<file path="src/rtl/rps_sprite_drawer.sv">
// Sprite draw controller for the rock/paper/scissors display: scans one sprite ROM
// and streams one plot per pixel, with a two-stage pipeline covering the ROM read.
module rps_sprite_drawer #(
    parameter int         SPR_W     = 80,
    parameter int         SPR_H     = 120,
    parameter logic [2:0] FG_COLOUR = 3'b010
) (
    input  logic        clock,
    input  logic        resetn,
    input  logic        start,
    input  logic        player,
    input  logic [1:0]  choice,
    output logic [14:0] rom_addr,
    input  logic        rom_q_r,
    input  logic        rom_q_s,
    input  logic        rom_q_p,
    output logic [7:0]  x,
    output logic [6:0]  y,
    output logic [2:0]  colour,
    output logic        plot,
    output logic        busy,
    output logic        done
);

    localparam logic [1:0] ST_IDLE  = 2'd0;
    localparam logic [1:0] ST_DRAW  = 2'd1;
    localparam logic [1:0] ST_FLUSH = 2'd2;
    localparam logic [1:0] ST_DONE  = 2'd3;

    localparam logic [6:0] SX_LAST = 7'(SPR_W - 1);
    localparam logic [6:0] SY_LAST = 7'(SPR_H - 1);
    localparam logic [7:0] X_OFF   = 8'(SPR_W);

    logic [1:0]  state_r;
    logic        player_r;
    logic [1:0]  choice_r;
    logic [6:0]  sx_r;
    logic [6:0]  sy_r;
    logic [14:0] rom_addr_r;
    logic        flush_cnt_r;
    logic        busy_r;
    logic        done_r;
    logic        s1_valid_r;
    logic [6:0]  s1_sx_r;
    logic [6:0]  s1_sy_r;
    logic [7:0]  x_r;
    logic [6:0]  y_r;
    logic [2:0]  colour_r;
    logic        plot_r;

    logic [6:0]  sx_next_s;
    logic [6:0]  sy_next_s;
    logic [14:0] addr_next_s;
    logic        q_s;
    logic [2:0]  colour_s;

    // Raster-order next pixel and its ROM address (sy*80 + sx as shifts).
    always_comb begin
        sx_next_s = 7'd0;
        sy_next_s = sy_r;
        if (sx_r == SX_LAST) begin
            sx_next_s = 7'd0;
            sy_next_s = sy_r + 7'd1;
        end else begin
            sx_next_s = sx_r + 7'd1;
            sy_next_s = sy_r;
        end
        addr_next_s = {2'b00, sy_next_s, 6'b000000} + {4'b0000, sy_next_s, 4'b0000}
                    + {8'b00000000, sx_next_s};
    end

    // Control FSM: latches the request, walks the sprite, drains the pipeline.
    always_ff @(posedge clock or negedge resetn) begin
        if (!resetn) begin
            state_r     <= ST_IDLE;
            player_r    <= 1'b0;
            choice_r    <= 2'b00;
            sx_r        <= 7'd0;
            sy_r        <= 7'd0;
            rom_addr_r  <= 15'd0;
            flush_cnt_r <= 1'b0;
            busy_r      <= 1'b0;
            done_r      <= 1'b0;
        end else begin
            done_r <= 1'b0;
            case (state_r)
                ST_IDLE: begin
                    if (start) begin
                        state_r    <= ST_DRAW;
                        player_r   <= player;
                        choice_r   <= choice;
                        sx_r       <= 7'd0;
                        sy_r       <= 7'd0;
                        rom_addr_r <= 15'd0;
                        busy_r     <= 1'b1;
                    end
                end
                ST_DRAW: begin
                    if ((sx_r == SX_LAST) && (sy_r == SY_LAST)) begin
                        state_r     <= ST_FLUSH;
                        flush_cnt_r <= 1'b0;
                    end else begin
                        sx_r       <= sx_next_s;
                        sy_r       <= sy_next_s;
                        rom_addr_r <= addr_next_s;
                    end
                end
                ST_FLUSH: begin
                    if (flush_cnt_r) begin
                        state_r <= ST_DONE;
                        busy_r  <= 1'b0;
                        done_r  <= 1'b1;
                    end else begin
                        flush_cnt_r <= 1'b1;
                    end
                end
                ST_DONE: begin
                    state_r <= ST_IDLE;
                end
                default: begin
                    state_r <= ST_IDLE;
                    busy_r  <= 1'b0;
                end
            endcase
        end
    end

    // ROM select and colour map; background depends on which half is drawn.
    always_comb begin
        q_s = 1'b0;
        case (choice_r)
            2'b00:   q_s = rom_q_r;
            2'b01:   q_s = rom_q_s;
            default: q_s = rom_q_p;
        endcase
        if (q_s) begin
            colour_s = player_r ? 3'b111 : 3'b000;
        end else begin
            colour_s = FG_COLOUR;
        end
    end

    // Two-stage pixel pipeline aligned with the synchronous ROM read.
    always_ff @(posedge clock or negedge resetn) begin
        if (!resetn) begin
            s1_valid_r <= 1'b0;
            s1_sx_r    <= 7'd0;
            s1_sy_r    <= 7'd0;
            x_r        <= 8'd0;
            y_r        <= 7'd0;
            colour_r   <= 3'b000;
            plot_r     <= 1'b0;
        end else begin
            s1_valid_r <= (state_r == ST_DRAW);
            s1_sx_r    <= sx_r;
            s1_sy_r    <= sy_r;
            plot_r     <= s1_valid_r;
            if (s1_valid_r) begin
                x_r      <= {1'b0, s1_sx_r} + (player_r ? X_OFF : 8'd0);
                y_r      <= s1_sy_r;
                colour_r <= colour_s;
            end
        end
    end

    assign rom_addr = rom_addr_r;
    assign x        = x_r;
    assign y        = y_r;
    assign colour   = colour_r;
    assign plot     = plot_r;
    assign busy     = busy_r;
    assign done     = done_r;

endmodule
</file>
<file path="config.mk">
export PLATFORM = sky130hd
export DESIGN_NAME = rps_sprite_drawer
export DESIGN_NICKNAME = d
export VERILOG_FILES = /design/src/rtl/rps_sprite_drawer.sv
export SDC_FILE = /design/constraint.sdc
export NUM_CORES = 1
export LEC_CHECK = 0
export CORE_MARGIN = 2
export CORE_UTILIZATION = 58
export CTS_CLUSTER_SIZE = 30
export DETAILED_ROUTE_END_ITERATION = 6
export PLACE_DENSITY = 0.84
export SYNTH_ARGS = -nofsm -noshare
export SYNTH_HDL_FRONTEND = slang
export SYNTH_SLANG_ARGS = --single-unit
</file>
<file path="constraint.sdc">
create_clock -name clock -period 4.9 [get_ports clock]
set_clock_uncertainty 0.05 [all_clocks]
set_input_delay 1.225 -clock clock [delete_from_list [all_inputs] [get_ports clock]]
set_output_delay 1.225 -clock clock [all_outputs]
set_load 0.02 [all_outputs]
</file>
Word-level counts from Yosys, hierarchy flattened --
Index checks and enable logic that the tools add are counted.
Cells by class: add/subtract/negate cells 5, reductions and logical operators 11, equal/unequal tests 10, multiplexer cells 25
Operator list (count):
- 7-bit 2-to-1 mux | 6
- 15-bit 2-to-1 mux | 2
- 15-bit one-hot mux with 2 select lines | 1
- 7-bit one-hot mux with 2 select lines | 2
- 14-bit by 7-bit adder with 15-bit output | 1
- 13-bit by 11-bit adder with 14-bit output | 1
- 7-bit by 1-bit adder with 7-bit output (second input constant) | 2
- 7-bit == test (second input constant) | 2
- 3-bit AND reduction | 3
- 7-bit by 7-bit adder with 8-bit output | 1
- 2-bit != test (second input constant) | 4
- 2-bit one-hot mux with 4 select lines | 1
- 2-bit 2-to-1 mux | 3
- 3-bit 2-to-1 mux | 2
- 1-bit one-hot mux with 2 select lines | 3
- 2-bit nonzero test | 3
- 1-bit 2-to-1 mux | 5
- 2-bit by 1-bit == test with 1-bit output (second input constant) | 2
- 2-bit == test (second input constant) | 2
- 2-bit zero test | 2
- 2-bit AND reduction | 2
- 1-bit logical AND | 1
Storage, ports and cells: input port bits 9, register bits 71, output and inout bits 36, logic and storage cells 67

Longest topological paths before layout --
depth after elaboration 6, gate-level depth with buffers 14, gate-level depth less buffers 13

Worst setup path after synthesis --
No wires, ideal clock.
path type reg2reg, start point reg sx_r[0], end point reg rom_addr_r[11], in the netlist rom_addr[11], cell stages (with the launch flop) 15, data arrival time 3.154 ns, path buffers 1, data required time 4.705 ns, period minus slack after synthesis 3.348 ns, setup time 0.145 ns, setup slack 1.552 ns, cell sequence dfrtp_1 ha_1 nand3_1 clkbuf_1 nor2_1 nand2_1 xnor2_1 fa_1 inv_1 fa_1 nor2b_1 o21a_1 o21a_1 o31a_1 o211ai_1
Between the ends: cells in the longest elaborated chain, start to end 6, elaborated cells on any way between the ends 11, classes of those cells 3 x add/sub; 2 x eq/ne; 4 x mux; 2 x reduce/logical
Ends and longest elaborated chain:
- start: declaration | line 37 | logic [6:0] sx_r;
- start signal: assignment | line 103 | sx_r <= sx_next_s;
- 7-bit == test | line 61, 99
- 7-bit 2-to-1 mux | line 61 | if (sx_r == SX_LAST) begin
- 13-bit by 11-bit adder with 14-bit output | line 68 | addr_next_s = {2'b00, sy_next_s, 6'b000000} + {4'b0000, sy_next_s, 4'b0000}
- 14-bit by 7-bit adder with 15-bit output | line 69 | + {8'b00000000, sx_next_s};
- 15-bit 2-to-1 mux | line 99 | if ((sx_r == SX_LAST) && (sy_r == SY_LAST)) begin
- 15-bit one-hot mux with 2 select lines | line 86 | case (state_r)
- end signal: assignment | line 105 | rom_addr_r <= addr_next_s;
- end: declaration | line 39 | logic [14:0] rom_addr_r;
Parallel ways exist; a longest one is shown, timed or not. The select of a mux whose other input is x is not followed. A chain may end at the register's enable or synchronous reset.

Worst setup path in the final report --
Ends and elaborated chain as after synthesis.

==> run summary <==
#FFs+latches synth: 65
CTS Buffer Depth: 2
Grt total ovfl: 0
Final GP Congestion: 0.868
CP max-delay cell: fa_1
PortBufs: 43
Commonest non-fill, non-tap cell in the layout: dfrtp_1
FMAX: 0.259 GHz
Worst Path Max Fanout: 12
IO Pins: 45
Die footprint: 6090 sq um
CTS tree: yes
Core area: 5200 sq um
Buf/Inv on CP: 1
# diodes: 0
Vias in the first global route: 2274
Worst vdd rail ir drop: 378 uV
CP Data Arrival Time: 4.00 ns
Top_reg_cell synth: dfrtp_1
Rows: 26
Post-detail-place hpwl: 4.49 mm
Largest net degree at the start of global routing: 46
Syn. warnings: 0
Vias per inst: 5.77
Post-Syn Area: 3180 sq um
Final period util: 0.789
CP Cell Sequence: ha_1, nand3_1, nor2_1, nand2_1, xnor2_1, fa_1, inv_1, fa_1, nor2b_1, o21a_1, o21a_1, o31a_1, o211ai_1
Setup bufs post-CTS: 0
Root Buffer: clkbuf_8
CTS resizes: 0
Setup violators final: 0
Final net count: 358
Drt wl/cell: 15.8 um
Ys async rst share: 1.00
Outcome: finished, final reports clean
Final WS setup: 1.04 ns
Met2 usage: 0.364
Syn avg cell area: 11.1 sq um
Violation count after the first detailed-route iteration: 175
Initial core utilization: 0.611
Die W: 78.0 um
Register area share after synthesis: 0.512
Crit path kind: reg -> reg
Critical path endpoint category: flip-flop
Hold Path Class: reg -> reg
Synth Instances: 286
Final Hold Viols: 0
Post-route ant nets: 0
Syn-to-layout area delta: 19.4%
Clk Latency, worst-skew pair: 0.33 ns
CTS H-tree lvls: 3
Initial antenna violation count: 0
Final slew viol count: 0
Library cells used by synthesis: 47
Design Power: 0.00170 W
Slew @ Worst Pin: 0.964 ns
TritonCTS buffer count: 9
Largest delay share family, worst path: adder cells
Grt met1 use: 0.316
Max Cap Viol: 0
RSZ-0062 raised after global routing: no
Drt first pass iters: 4
Syn nets: 319
Remaining DRCs: 0
Largest stage delay on the critical path: 0.61 ns
Final WL: 6.31 mm
CTS hold repair buffers: 0
Post-synth EDFFs: 0
Routing usage on met3: 0.0425
Critical path required time: 5.04 ns
Clock Sinks: 65
Placed insts: 384
Via count: 2308
Layout Cells excl Fill: 400
Worst rel slew slack: 0.357
Global-route wire length before repair: 11.0 mm
Power Density: 447 nW/um^2
All-Layer GR Usage: 0.233
Share of layout cells above drive strength 1: 0.106
Clock transition at the registers of the reported paths: 0.07 ns
Placement Setup Slack: 1.15 ns
Hold WS: 0.411 ns
CP startpoint kind: flip-flop
Die Height: 78.0 um
Fillers: 390
GR peak layer: met2
Period minus WS final: 3.86 ns
Pleak: 1.81 nW
Most frequent cells in the layout: dfrtp_1, clkdlybuf4s50_1, nand2_1, ha_1, mux2_2
Fin Setup TNS: 0 ns
Yosys cell counts (2+ instances only):
library cell | instances | area (sq um)
a21o_1 | 5 | 37.5
a21oi_1 | 11 | 55.1
a22o_1 | 7 | 61.3
and3_1 | 2 | 12.5
buf_2 | 3 | 15.0
buf_4 | 7 | 52.6
clkbuf_1 | 5 | 18.8
dfrtp_1 | 65 | 1630
fa_1 | 2 | 40.0
ha_1 | 22 | 275
inv_1 | 14 | 52.6
mux2_2 | 17 | 191
mux2i_1 | 3 | 30.0
nand2_1 | 28 | 105
nand3_1 | 6 | 30.0
nand4_1 | 2 | 12.5
nor2_1 | 9 | 33.8
nor2b_1 | 4 | 25.0
nor3_1 | 7 | 35.0
nor4_1 | 4 | 25.0
o21a_1 | 2 | 15.0
o21ai_0 | 8 | 40.0
o21ai_1 | 14 | 70.1
o22ai_1 | 2 | 12.5
o31ai_1 | 4 | 30.0
o41ai_1 | 2 | 17.5
or3_1 | 2 | 12.5
xnor2_1 | 5 | 43.8
xor2_1 | 6 | 52.6
area by class of cell:
| cell class | instances | area, sq um | area share |
|---|---|---|---|
| Sequential cell | 65 | 1630 | 0.428 |
| Inverter | 14 | 52.6 | 0.0138 |
| Clock buffer | 11 | 131 | 0.0346 |
| Clock inverter | 5 | 56.3 | 0.0148 |
| Tap cell | 70 | 87.6 | 0.0231 |
| Timing Repair Buffer | 44 | 433 | 0.114 |
| Multi-Input combinational cell | 191 | 1410 | 0.371 |
worst paths after layout:
check | from | endpoint | slack [ns] | cells after the start
worst max-delay path | sx_r[0]$_DFFE_PN0P_ | rom_addr[11]$_DFFE_PN0P_ | 1.04 | 13
worst min-delay path | sy_r[6]$_DFFE_PN0P_ | s1_sy_r[6]$_DFF_PN0_ | 0.41 | 0
worst max register to register | sx_r[0]$_DFFE_PN0P_ | rom_addr[11]$_DFFE_PN0P_ | 1.04 | 13
worst min register to register | sy_r[6]$_DFFE_PN0P_ | s1_sy_r[6]$_DFF_PN0_ | 0.41 | 0
max in group asynchronous | resetn | y[6]$_DFFE_PN0P_ | 3.09 | 2
min in group asynchronous | resetn | state_r[1]$_DFFE_PN0P_ | 0.78 | 1
state kept, by name, summed over array words and instances, names as in the netlist, 7 cells and up:
signal,cells
s1_sy_r,7
rom_addr,10
x,8
s1_sx_r,7
sy_r,7
y,7
sx_r,7
per-layer routing:
metal  wire (um)  vias up
met5           0        -
met4         145        0
met3         288       14
met2        3060       76
met1        2810     1125
li1            -     1093
cell families after synthesis:
group,Yosys count,synth area share
AOI/OAI and AO/OA,63,0.128
xor gates and xnor gates,11,0.0303
adders and majority gates,24,0.0992
buffers and inverters,30,0.0449
DFF,65,0.512
muxes,21,0.0732
other,1,0.00118
and+or+nand+nor,71,0.112
power by group:
part / switching [W] / internal, W
clock network: 0.000195 / 0.000234
registers: 0.0000858 / 0.000627
logic: 0.000321 / 0.000233
total: 0.000602 / 0.00109
through the flow:
stage	area [sq um]	util
after floorplan	3180	-
after global placement	3610	0.693
after detailed placement	3610	0.693
after CTS	3800	0.729
after global routing	3800	0.729
final	3800	0.729
Note: power is estimated with default switching activity, not from simulation.
